[config.mk]
export PLATFORM = sky130hd
export DESIGN_NAME = amo_initiator
export DESIGN_NICKNAME = d
export VERILOG_FILES = /design/src/rtl/amo_pkg.sv /design/src/rtl/amo_alu.sv /design/src/rtl/amo_initiator.sv
export VERILOG_INCLUDE_DIRS = /design/src /design/src/rtl
export SDC_FILE = /design/constraint.sdc
export NUM_CORES = 1
export LEC_CHECK = 0
export BUFFER_PORTS_ARGS = -buffer_cell sky130_fd_sc_hd__clkbuf_2
export CORE_ASPECT_RATIO = 1.1
export CORE_UTILIZATION = 56
export CTS_BUF_LIST = sky130_fd_sc_hd__clkbuf_2 sky130_fd_sc_hd__clkbuf_4 sky130_fd_sc_hd__clkbuf_8
export DETAILED_ROUTE_END_ITERATION = 10
export PLACE_DENSITY = 0.79
export SLEW_MARGIN = 0
export SYNTH_ARGS = -nofsm -noshare
export SYNTH_HDL_FRONTEND = slang
export SYNTH_SLANG_ARGS = --single-unit
export TNS_END_PERCENT = 100
[constraint.sdc]
create_clock -name clk_i -period 3.8 [get_ports clk_i]
set_input_delay 0.76 -clock clk_i [delete_from_list [all_inputs] [get_ports clk_i]]
set_output_delay 0.76 -clock clk_i [all_outputs]
set_load 0.01 [all_outputs]
[src/rtl/tags.svh]
// Address-tag encodings carried on addr_tag_o; the RAM bus uses them to pick
// LR/SC reservation handling or AMO read-modify-write locking.
`ifndef TAGS_SVH
`define TAGS_SVH
localparam int ADDR_TAG_BITS = 2;
localparam logic [ADDR_TAG_BITS-1:0] ADDR_TAG_MODE_NONE = 2'd0;
localparam logic [ADDR_TAG_BITS-1:0] ADDR_TAG_MODE_LRSC = 2'd1;
localparam logic [ADDR_TAG_BITS-1:0] ADDR_TAG_MODE_AMO  = 2'd2;
`endif

[src/rtl/amo_pkg.sv]
// Shared types for the atomic memory initiator: op codes, FSM states and the
// read-modify-write arithmetic.
package amo_pkg;
  `include "tags.svh"

  typedef enum logic [3:0] {
    AMO_OP_LR   = 4'd0,
    AMO_OP_SC   = 4'd1,
    AMO_OP_SWAP = 4'd2,
    AMO_OP_ADD  = 4'd3,
    AMO_OP_XOR  = 4'd4,
    AMO_OP_AND  = 4'd5,
    AMO_OP_OR   = 4'd6,
    AMO_OP_MIN  = 4'd7,
    AMO_OP_MAX  = 4'd8,
    AMO_OP_MINU = 4'd9,
    AMO_OP_MAXU = 4'd10
  } amo_op_e;

  typedef enum logic [2:0] {
    IDLE = 3'd0,
    RD   = 3'd1,
    GAP  = 3'd2,
    WR   = 3'd3,
    DONE = 3'd4
  } amo_state_e;

  // Ties in min/max keep the old value so an equal compare never rewrites memory content.
  function automatic logic [31:0] amo_alu_fn(input amo_op_e op, input logic [31:0] old_v,
                                             input logic [31:0] rs2_v);
    logic [31:0] r;
    r = old_v;
    case (op)
      AMO_OP_SWAP: r = rs2_v;
      AMO_OP_ADD:  r = old_v + rs2_v;
      AMO_OP_XOR:  r = old_v ^ rs2_v;
      AMO_OP_AND:  r = old_v & rs2_v;
      AMO_OP_OR:   r = old_v | rs2_v;
      AMO_OP_MIN:  r = ($signed(rs2_v) < $signed(old_v)) ? rs2_v : old_v;
      AMO_OP_MAX:  r = ($signed(rs2_v) > $signed(old_v)) ? rs2_v : old_v;
      AMO_OP_MINU: r = (rs2_v < old_v) ? rs2_v : old_v;
      AMO_OP_MAXU: r = (rs2_v > old_v) ? rs2_v : old_v;
      default:     r = old_v;
    endcase
    return r;
  endfunction
endpackage

[src/rtl/amo_alu.sv]
// Combinational AMO arithmetic: new value written back by the read-modify-write.
module amo_alu
  import amo_pkg::*;
(
  input  amo_op_e     op_i,
  input  logic [31:0] old_i,
  input  logic [31:0] rs2_i,
  output logic [31:0] new_o
);
  assign new_o = amo_alu_fn(op_i, old_i, rs2_i);
endmodule

[src/rtl/amo_initiator.sv]
// Bus initiator for lr.w / sc.w / AMO*: issues tagged read and/or write phases,
// does the AMO arithmetic between them and returns rd to the core.
module amo_initiator
  import amo_pkg::*;
#(
  parameter int TIMEOUT_CYCLES = 1024
) (
  input  logic                     clk_i,
  input  logic                     rst_i,
  input  logic                     start_i,
  input  logic [3:0]               op_i,
  input  logic [31:0]              addr_i,
  input  logic [31:0]              rs2_i,
  output logic                     busy_o,
  output logic                     done_o,
  output logic                     err_o,
  output logic [31:0]              rd_o,
  output logic                     cyc_o,
  output logic                     stb_o,
  output logic                     we_o,
  output logic [3:0]               sel_o,
  output logic [31:0]              addr_o,
  output logic [ADDR_TAG_BITS-1:0] addr_tag_o,
  output logic [31:0]              data_o,
  input  logic                     ack_i,
  input  logic [31:0]              data_i,
  input  logic                     data_tag_i
);
  amo_state_e state_q, state_d;
  amo_op_e    op_q, op_d;
  logic [31:0] rs2_q, rs2_d;
  logic [31:0] old_q, old_d;
  logic [31:0] cnt_q, cnt_d;
  logic [31:0] res_q, res_d;
  logic        upd_q, upd_d;
  logic        err_pend_q, err_pend_d;
  logic        cyc_q, cyc_d, stb_q, stb_d, we_q, we_d;
  logic [3:0]  sel_q, sel_d;
  logic [31:0] addr_q, addr_d;
  logic [ADDR_TAG_BITS-1:0] tag_q, tag_d;
  logic [31:0] data_q, data_d;
  logic [31:0] rd_q, rd_d;
  logic        done_q, done_d, err_q, err_d, busy_q, busy_d;
  logic [31:0] new_value;
  logic        timeout_hit;
  amo_op_e     op_in;

  amo_alu u_alu (
    .op_i  (op_q),
    .old_i (old_q),
    .rs2_i (rs2_q),
    .new_o (new_value)
  );

  assign op_in       = amo_op_e'(op_i);
  assign timeout_hit = (TIMEOUT_CYCLES != 0) && (cnt_q == 32'(TIMEOUT_CYCLES - 1));

  always_comb begin
    state_d    = state_q;
    op_d       = op_q;
    rs2_d      = rs2_q;
    old_d      = old_q;
    cnt_d      = cnt_q;
    res_d      = res_q;
    upd_d      = upd_q;
    err_pend_d = err_pend_q;
    cyc_d      = cyc_q;
    stb_d      = stb_q;
    we_d       = we_q;
    sel_d      = sel_q;
    addr_d     = addr_q;
    tag_d      = tag_q;
    data_d     = data_q;
    rd_d       = rd_q;
    busy_d     = busy_q;
    done_d     = 1'b0;
    err_d      = 1'b0;
    case (state_q)
      IDLE: begin
        busy_d = 1'b0;
        if (start_i) begin
          op_d       = op_in;
          rs2_d      = rs2_i;
          cnt_d      = '0;
          busy_d     = 1'b1;
          upd_d      = 1'b0;
          err_pend_d = 1'b0;
          if (addr_i[1:0] != 2'b00) begin
            res_d      = '0;
            upd_d      = 1'b1;
            err_pend_d = 1'b1;
            state_d    = DONE;
          end else begin
            cyc_d  = 1'b1;
            stb_d  = 1'b1;
            sel_d  = 4'hF;
            addr_d = {addr_i[31:2], 2'b00};
            if (op_in == AMO_OP_SC) begin
              we_d    = 1'b1;
              tag_d   = ADDR_TAG_MODE_LRSC;
              data_d  = rs2_i;
              state_d = WR;
            end else begin
              we_d    = 1'b0;
              tag_d   = (op_in == AMO_OP_LR) ? ADDR_TAG_MODE_LRSC : ADDR_TAG_MODE_AMO;
              state_d = RD;
            end
          end
        end
      end
      RD: begin
        if (stb_q && ack_i) begin
          old_d = data_i;
          stb_d = 1'b0;
          if (op_q == AMO_OP_LR) begin
            cyc_d   = 1'b0;
            res_d   = data_i;
            upd_d   = 1'b1;
            state_d = DONE;
          end else begin
            // cyc stays high through GAP so the RAM bus keeps the location locked
            state_d = GAP;
          end
        end else if (timeout_hit) begin
          cyc_d      = 1'b0;
          stb_d      = 1'b0;
          err_pend_d = 1'b1;
          state_d    = DONE;
        end else begin
          cnt_d = cnt_q + 32'd1;
        end
      end
      GAP: begin
        data_d  = new_value;
        stb_d   = 1'b1;
        we_d    = 1'b1;
        tag_d   = ADDR_TAG_MODE_AMO;
        cnt_d   = '0;
        state_d = WR;
      end
      WR: begin
        if (stb_q && ack_i) begin
          cyc_d   = 1'b0;
          stb_d   = 1'b0;
          we_d    = 1'b0;
          res_d   = (op_q == AMO_OP_SC) ? {31'b0, data_tag_i} : old_q;
          upd_d   = 1'b1;
          state_d = DONE;
        end else if (timeout_hit) begin
          cyc_d      = 1'b0;
          stb_d      = 1'b0;
          we_d       = 1'b0;
          err_pend_d = 1'b1;
          state_d    = DONE;
        end else begin
          cnt_d = cnt_q + 32'd1;
        end
      end
      DONE: begin
        done_d  = 1'b1;
        busy_d  = 1'b0;
        err_d   = err_pend_q;
        if (upd_q) rd_d = res_q;
        state_d = IDLE;
      end
      default: state_d = IDLE;
    endcase
  end

  always_ff @(posedge clk_i) begin
    if (rst_i) begin
      state_q    <= IDLE;
      op_q       <= AMO_OP_LR;
      rs2_q      <= '0;
      old_q      <= '0;
      cnt_q      <= '0;
      res_q      <= '0;
      upd_q      <= 1'b0;
      err_pend_q <= 1'b0;
      cyc_q      <= 1'b0;
      stb_q      <= 1'b0;
      we_q       <= 1'b0;
      sel_q      <= '0;
      addr_q     <= '0;
      tag_q      <= '0;
      data_q     <= '0;
      rd_q       <= '0;
      done_q     <= 1'b0;
      err_q      <= 1'b0;
      busy_q     <= 1'b0;
    end else begin
      state_q    <= state_d;
      op_q       <= op_d;
      rs2_q      <= rs2_d;
      old_q      <= old_d;
      cnt_q      <= cnt_d;
      res_q      <= res_d;
      upd_q      <= upd_d;
      err_pend_q <= err_pend_d;
      cyc_q      <= cyc_d;
      stb_q      <= stb_d;
      we_q       <= we_d;
      sel_q      <= sel_d;
      addr_q     <= addr_d;
      tag_q      <= tag_d;
      data_q     <= data_d;
      rd_q       <= rd_d;
      done_q     <= done_d;
      err_q      <= err_d;
      busy_q     <= busy_d;
    end
  end

  assign busy_o     = busy_q;
  assign done_o     = done_q;
  assign err_o      = err_q;
  assign rd_o       = rd_q;
  assign cyc_o      = cyc_q;
  assign stb_o      = stb_q;
  assign we_o       = we_q;
  assign sel_o      = sel_q;
  assign addr_o     = addr_q;
  assign addr_tag_o = tag_q;
  assign data_o     = data_q;
endmodule

# Word-level counts from Yosys, hierarchy flattened
# Cells that the tools add are included.
dict set report word_totals {
  elab_cells 144
  output_inout_bits 108
  reg_bits 240
}
dict set report classes {
  n_reduce_logical 26
  n_mux 59
  n_lt_le_gt_ge 4
  n_addsub 2
  n_eq_ne 29
  bitwise_logic 5
}
# operator count
set ops {}
lappend ops {{two-way mux 32 bit} 16}
lappend ops {{case mux 32 bit (9 select lines)} 1}
lappend ops {{case mux 32 bit (3 select lines)} 2}
lappend ops {{> comparator 32 bit} 2}
lappend ops {{less-than comparator 32 bit} 2}
lappend ops {{case mux 32 bit (2 select lines)} 1}
lappend ops {{adder 32 x 1 -> 32 bit, second input constant} 1}
lappend ops {{adder 32 bit} 1}
lappend ops {{bitwise AND 32 bit} 1}
lappend ops {{== test 32 x 10 -> 1 bit, second input constant} 1}
lappend ops {{bitwise OR 32 bit} 1}
lappend ops {{XOR 32 bit} 1}
lappend ops {{AND reduction 4 bit} 6}
lappend ops {{two-way mux 1 bit} 20}
lappend ops {{two-way mux 3 bit} 6}
lappend ops {{!= test 2 bit, second input constant} 9}
lappend ops {{== test 4 x 3 -> 1 bit, second input constant} 4}
lappend ops {{== test 4 bit, second input constant} 3}
lappend ops {{case mux 1 bit (3 select lines)} 4}
lappend ops {{case mux 3 bit (4 select lines)} 1}
lappend ops {{two-way mux 2 bit} 5}
lappend ops {{nonzero test 3 bit} 3}
lappend ops {{== test 4 x 1 -> 1 bit, second input constant} 2}
lappend ops {{== test 4 x 2 -> 1 bit, second input constant} 2}
lappend ops {{18 further kinds} 30}

# Longest topological paths before layout
dict set report logic_depth {
  word_depth 6
  mapped_depth 16
  mapped_depth_nobuf 12
}

# By module
# A second synthesis with hierarchy kept.
dict set report unflattened {
  cells_unflattened 1854
  hier_area_um2 14483.9
}
# mod area_each_um2 n_inst seq_area_each_um2 cells_per_inst
set modules_own_cells {}
lappend modules_own_cells {amo_initiator 9849.4 1 4804.6 1174}
lappend modules_own_cells {amo_alu 4634.4 1 0.0 680}

# Worst setup path before layout
# Ideal clock, no wire load.
dict set report synth_timing {
  path_type {reg2reg}
  startpoint {reg rs2_q[31]}
  endpoint {reg data_q[30], in the netlist data_o[30]}
  path_stages_with_launch 16
  arrival_time_ns 3.074
  t_required_ns 3.681
  slack_ns 0.607
  cell_sequence {dfxtp_1 > inv_1 > ha_1 > buf_6 > nor4_4 > nand4_2 > nor4b_4 > o31ai_1 > a21oi_1 > o221ai_1 > a211o_1 > buf_6 > buf_6 > a221o_1 > a21oi_1 > o21ai_1}
}
dict set report synth_via {
  elab_chain_len 4
  word_cells_on_any_way 10
  classes_between {4 x order compare; 6 x mux}
}
# element line
set synth_rtl {}
lappend synth_rtl {{start: declaration} amo_initiator.sv:31} ;# logic [31:0] rs2_q, rs2_d;
lappend synth_rtl {{start signal: assignment} amo_initiator.sv:194} ;# rs2_q <= rs2_d;
lappend synth_rtl {{> comparator 32 bit, or another cell as far along} amo_pkg.sv:42} ;# AMO_OP_MAXU: r = (rs2_v > old_v) ? rs2_v : old_v;
lappend synth_rtl {{two-way mux 32 bit (on tied branches)} n/a}
lappend synth_rtl {{case mux 32 bit (9 select lines) *} amo_pkg.sv:33} ;# case (op)
lappend synth_rtl {{case mux 32 bit (2 select lines) *} amo_initiator.sv:78} ;# case (state_q)
lappend synth_rtl {{end signal: assignment} amo_initiator.sv:206} ;# data_q <= data_d;
lappend synth_rtl {{end: declaration} amo_initiator.sv:41} ;# logic [31:0] data_q, data_d;
# Mark *: on every way between the ends. The rest lies on a longest branch, timed or not.
# A chain may end at the register's enable or synchronous reset.

# Final worst setup path
dict set report layout_timing {
  startpoint {reg rs2_q[27]}
  endpoint {reg data_q[14], in the netlist data_o[14]}
}
# Same word-level chain as after synthesis.

==> flow_metrics.tcl <==
set metrics [dict create \
    outcome "complete, no violations" \
    drt_iter0_markers 1092 \
    syn_to_final_growth_pct 17.6 \
    synth_top_cell_area_share 0.353 \
    synth_ff_type "dfxtp_1" \
    dieWidth_um 151 \
    crit_cells 13 \
    clk_pin_slew_ns 0.07 \
    rr_endpoint "data_o[14]" \
    overflow 0 \
    drtAntennaViolNets 0 \
    post-route-period-util 0.932 \
    hold_viol 0 \
    tns_ns 0 \
    worst-endpoint-arrival_ns 4.01 \
    synth_cells 1779 \
    clkLatencyLatePin_ns 0.57 \
    cp_top_family "simple AND/OR/NAND/NOR gates" \
    reg2regPathDepth 13 \
    crit_type "flop to flop" \
    endpoint_kind "flop" \
    drt-total-wl_um 43900 \
    power_density_nw_per_um2 375 \
    cap_violations 0 \
    layoutNonFillerInstCount 2311 \
    gr-usage-all-layers 0.351 \
    rr_startpoint "rs2_q[27]" \
    syn_area_per_cell_um2 7.64 \
    synth_top_cells_by_area "dfxtp_1 35%, nand2_1 9.7%, ha_1 8.9%" \
    syn_area_um2 13600 \
    tritoncts "yes" \
    cts.repair.resized 0 \
    viasPerCell 6.00 \
    grt_pass1_wl_um 67900 \
    drcViolationCount 0 \
    drt-pass1-iter-count 6 \
    routedWlPerCell_um 19.0 \
    slew_headroom 0.187 \
    postCtsSetupBuffers 0 \
    io_pins 213 \
    vias 13900 \
    grt_max_degree 84 \
    startpoint_type "flop" \
    ys_seq_elements 240 \
    initial_core_util 0.572 \
    dpl.hpwl_um 32000 \
    crit_chain "inv_1 -> ha_1 -> nor4_4 -> nand4_2 -> nor4b_4 -> o31ai_2 -> and2_1 -> mux2_2 -> o211ai_4 -> buf_4 -> a221oi_1 -> a31oi_1 -> a21o_1" \
    cp_slowest_cell "dfxtp_1" \
    setup-violations-final 0 \
    cts_inserted_buffers 40 \
    ir_drop_mv 0.280 \
    yosysTopAreaCell "dfxtp_1" \
    drive_gt1_frac 0.197 \
    clk_path_buf_depth 3 \
    p_leak_nw 6.43 \
    core_region_area_um2 23800 \
    cp-startpoint "rs2_q[27]" \
    synth_warnings 0 \
    yosys-top-cells-count "352 x nand2_1, 240 x dfxtp_1, 223 x a21oi_1, 134 x nor2_1, 108 x clkbuf_1" \
    fin_skew_ns 0.0332 \
    htreeDepth 2 \
    clock_tree.root_cell "clkbuf_8" \
    antenna_found_initial 0 \
    fmaxAchievable_mhz 282 \
    holdCritPathClass "primary input to flop" \
    period_minus_slack_ns 3.54 \
    die_area_um2 24900 \
    cp-endpoint "data_o[14]" \
    port_buffers 210 \
    dp_cells 2243 \
    gp_routability_congestion 1.04 \
    grt_pass1_vias 13100 \
    multi_input_area_um2 7980 \
    async_flop_share 0 \
    r2r_setup_slack_ns 0.26 \
    cpPeakStageDelay_ns 0.43 \
    rows 59 \
    worst-slew-pin-transition_ns 1.22 \
    antenna_cells 0 \
    hold_buffers 0 \
    synth_edf_count 0 \
    cp_max_fo 13 \
    synth_seq_area_share 0.353 \
    clkSinkCount 240 \
    cp_data_required_time_ns 4.27 \
    yosys.cell_count.top_type "nand2_1" \
    crit_buf_inv 2 \
    die_h_um 165 \
    regArea_um2 4810 \
    rsz0062_at_grt "false" \
    slew_violations 0 \
    synth_cell_types 71 \
    n_fill_cell 2054 \
    finalNetCount 2183 \
]
## per-layer routing
layer	track usage	routed length (µm)
met4	0.258	3380
met5	0	0
met3	0.0629	3340
met1	0.386	16200
met2	0.604	21000
## power by group
| group | leakage (nW) | internal [mW] | switching [mW] | total, mW |
|---|---|---|---|---|
| registers | 1.95 | 2.60 | 0.0768 | 2.68 |
| clock network | 0.452 | 1.41 | 1.11 | 2.52 |
| logic | 4.03 | 0.290 | 0.517 | 0.807 |
| total | 6.43 | 4.30 | 1.70 | 6.00 |
## layout by cell type, fill, tap and decap left out, types with 8 or more instances in the layout
cell and instances:
ha_1 95, a221oi_1 25, nor3_1 18, nor2b_1 17
a211oi_1 42, and3_1 16, a21oi_1 223, nand4_1 10
a221o_1 10, nand2_1 352, and2_1 9, xor2_1 15
or3_1 14, a31oi_1 10, nand3_1 28, nand2b_1 9
clkbuf_2 209, buf_4 77, inv_1 82, a22oi_1 43
o21ai_0 85, nor2_1 132, clkbuf_8 47, xnor2_1 20
a21o_1 18, o211ai_1 20, a2111oi_2 8, dfxtp_1 239
## worst min path at each step
stage / startpoint / to / slack (ns) / cells after the start
2_1_floorplan: err_pend_q / err_o / 0.43 / 1
3_3_place_gp: data_o[10] / data_o[10] / 0.43 / 2
3_5_place_dp: data_o[14] / data_o[14] / 0.44 / 1
4_1_cts: rs2_i[24] / rs2_q[24] / 0.39 / 3
5_1_grt: addr_i[13] / addr_o[13] / 0.42 / 3
6_report: rs2_i[16] / rs2_q[16] / 0.42 / 3
## tightest hold or removal path, stage by stage
cell and delay, ns:
clkbuf_2 0.09, nand2_1 0.05, a21oi_1 0.05
## area by class of cell
cell class | count | share of cell area
tap | 305 | 0.0239
sequential | 240 | 0.301
multi-input combinational | 1328 | 0.499
timing repair buffer | 288 | 0.104
clock inverter | 14 | 0.0103
clock buffer | 54 | 0.0437
inverter | 82 | 0.0192
## cells by family (layout without fill, tap and decap cells)
family,count (synthesis),in the layout,share of synthesized area
AOI/OAI and AO/OA,549,549,0.258
DFF,240,240,0.353
and+or+nand+nor,641,641,0.208
xor gates and xnor gates,35,35,0.0225
adders and majority gates,98,98,0.0907
buffers and inverters,212,438,0.0647
muxes,3,3,0.00230
other,1,2,0.000276
## state kept, by name (all words and copies together) (netlist names), 2 cells and up
| signal | flops |
|---|---|
| op_q | 4 |
| addr_tag_o | 2 |
| addr_o | 30 |
| state_q | 3 |
| res_q | 32 |
| old_q | 32 |
| rd_o | 32 |
| rs2_q | 32 |
| cnt_q | 32 |
| data_o | 32 |
## per-stage QoR
stage / total power, mW / util / hold WS, ns / worst slack, ns / cell area [µm²]
6_report: 6.00 / 0.673 / 0.419 / 0.259 / 16000
5_1_grt: 6.23 / 0.673 / 0.418 / 0.00879 / 16000
4_1_cts: 6.01 / 0.672 / 0.394 / 0.206 / 16000
3_5_place_dp: 3.51 / 0.635 / 0.440 / 0.227 / 15100
3_3_place_gp: 3.49 / 0.635 / 0.433 / 0.323 / 15100
2_1_floorplan: 3.23 / - / 0.431 / 0.607 / 13600
No activity file was read; power rests on OpenSTA's default activity.
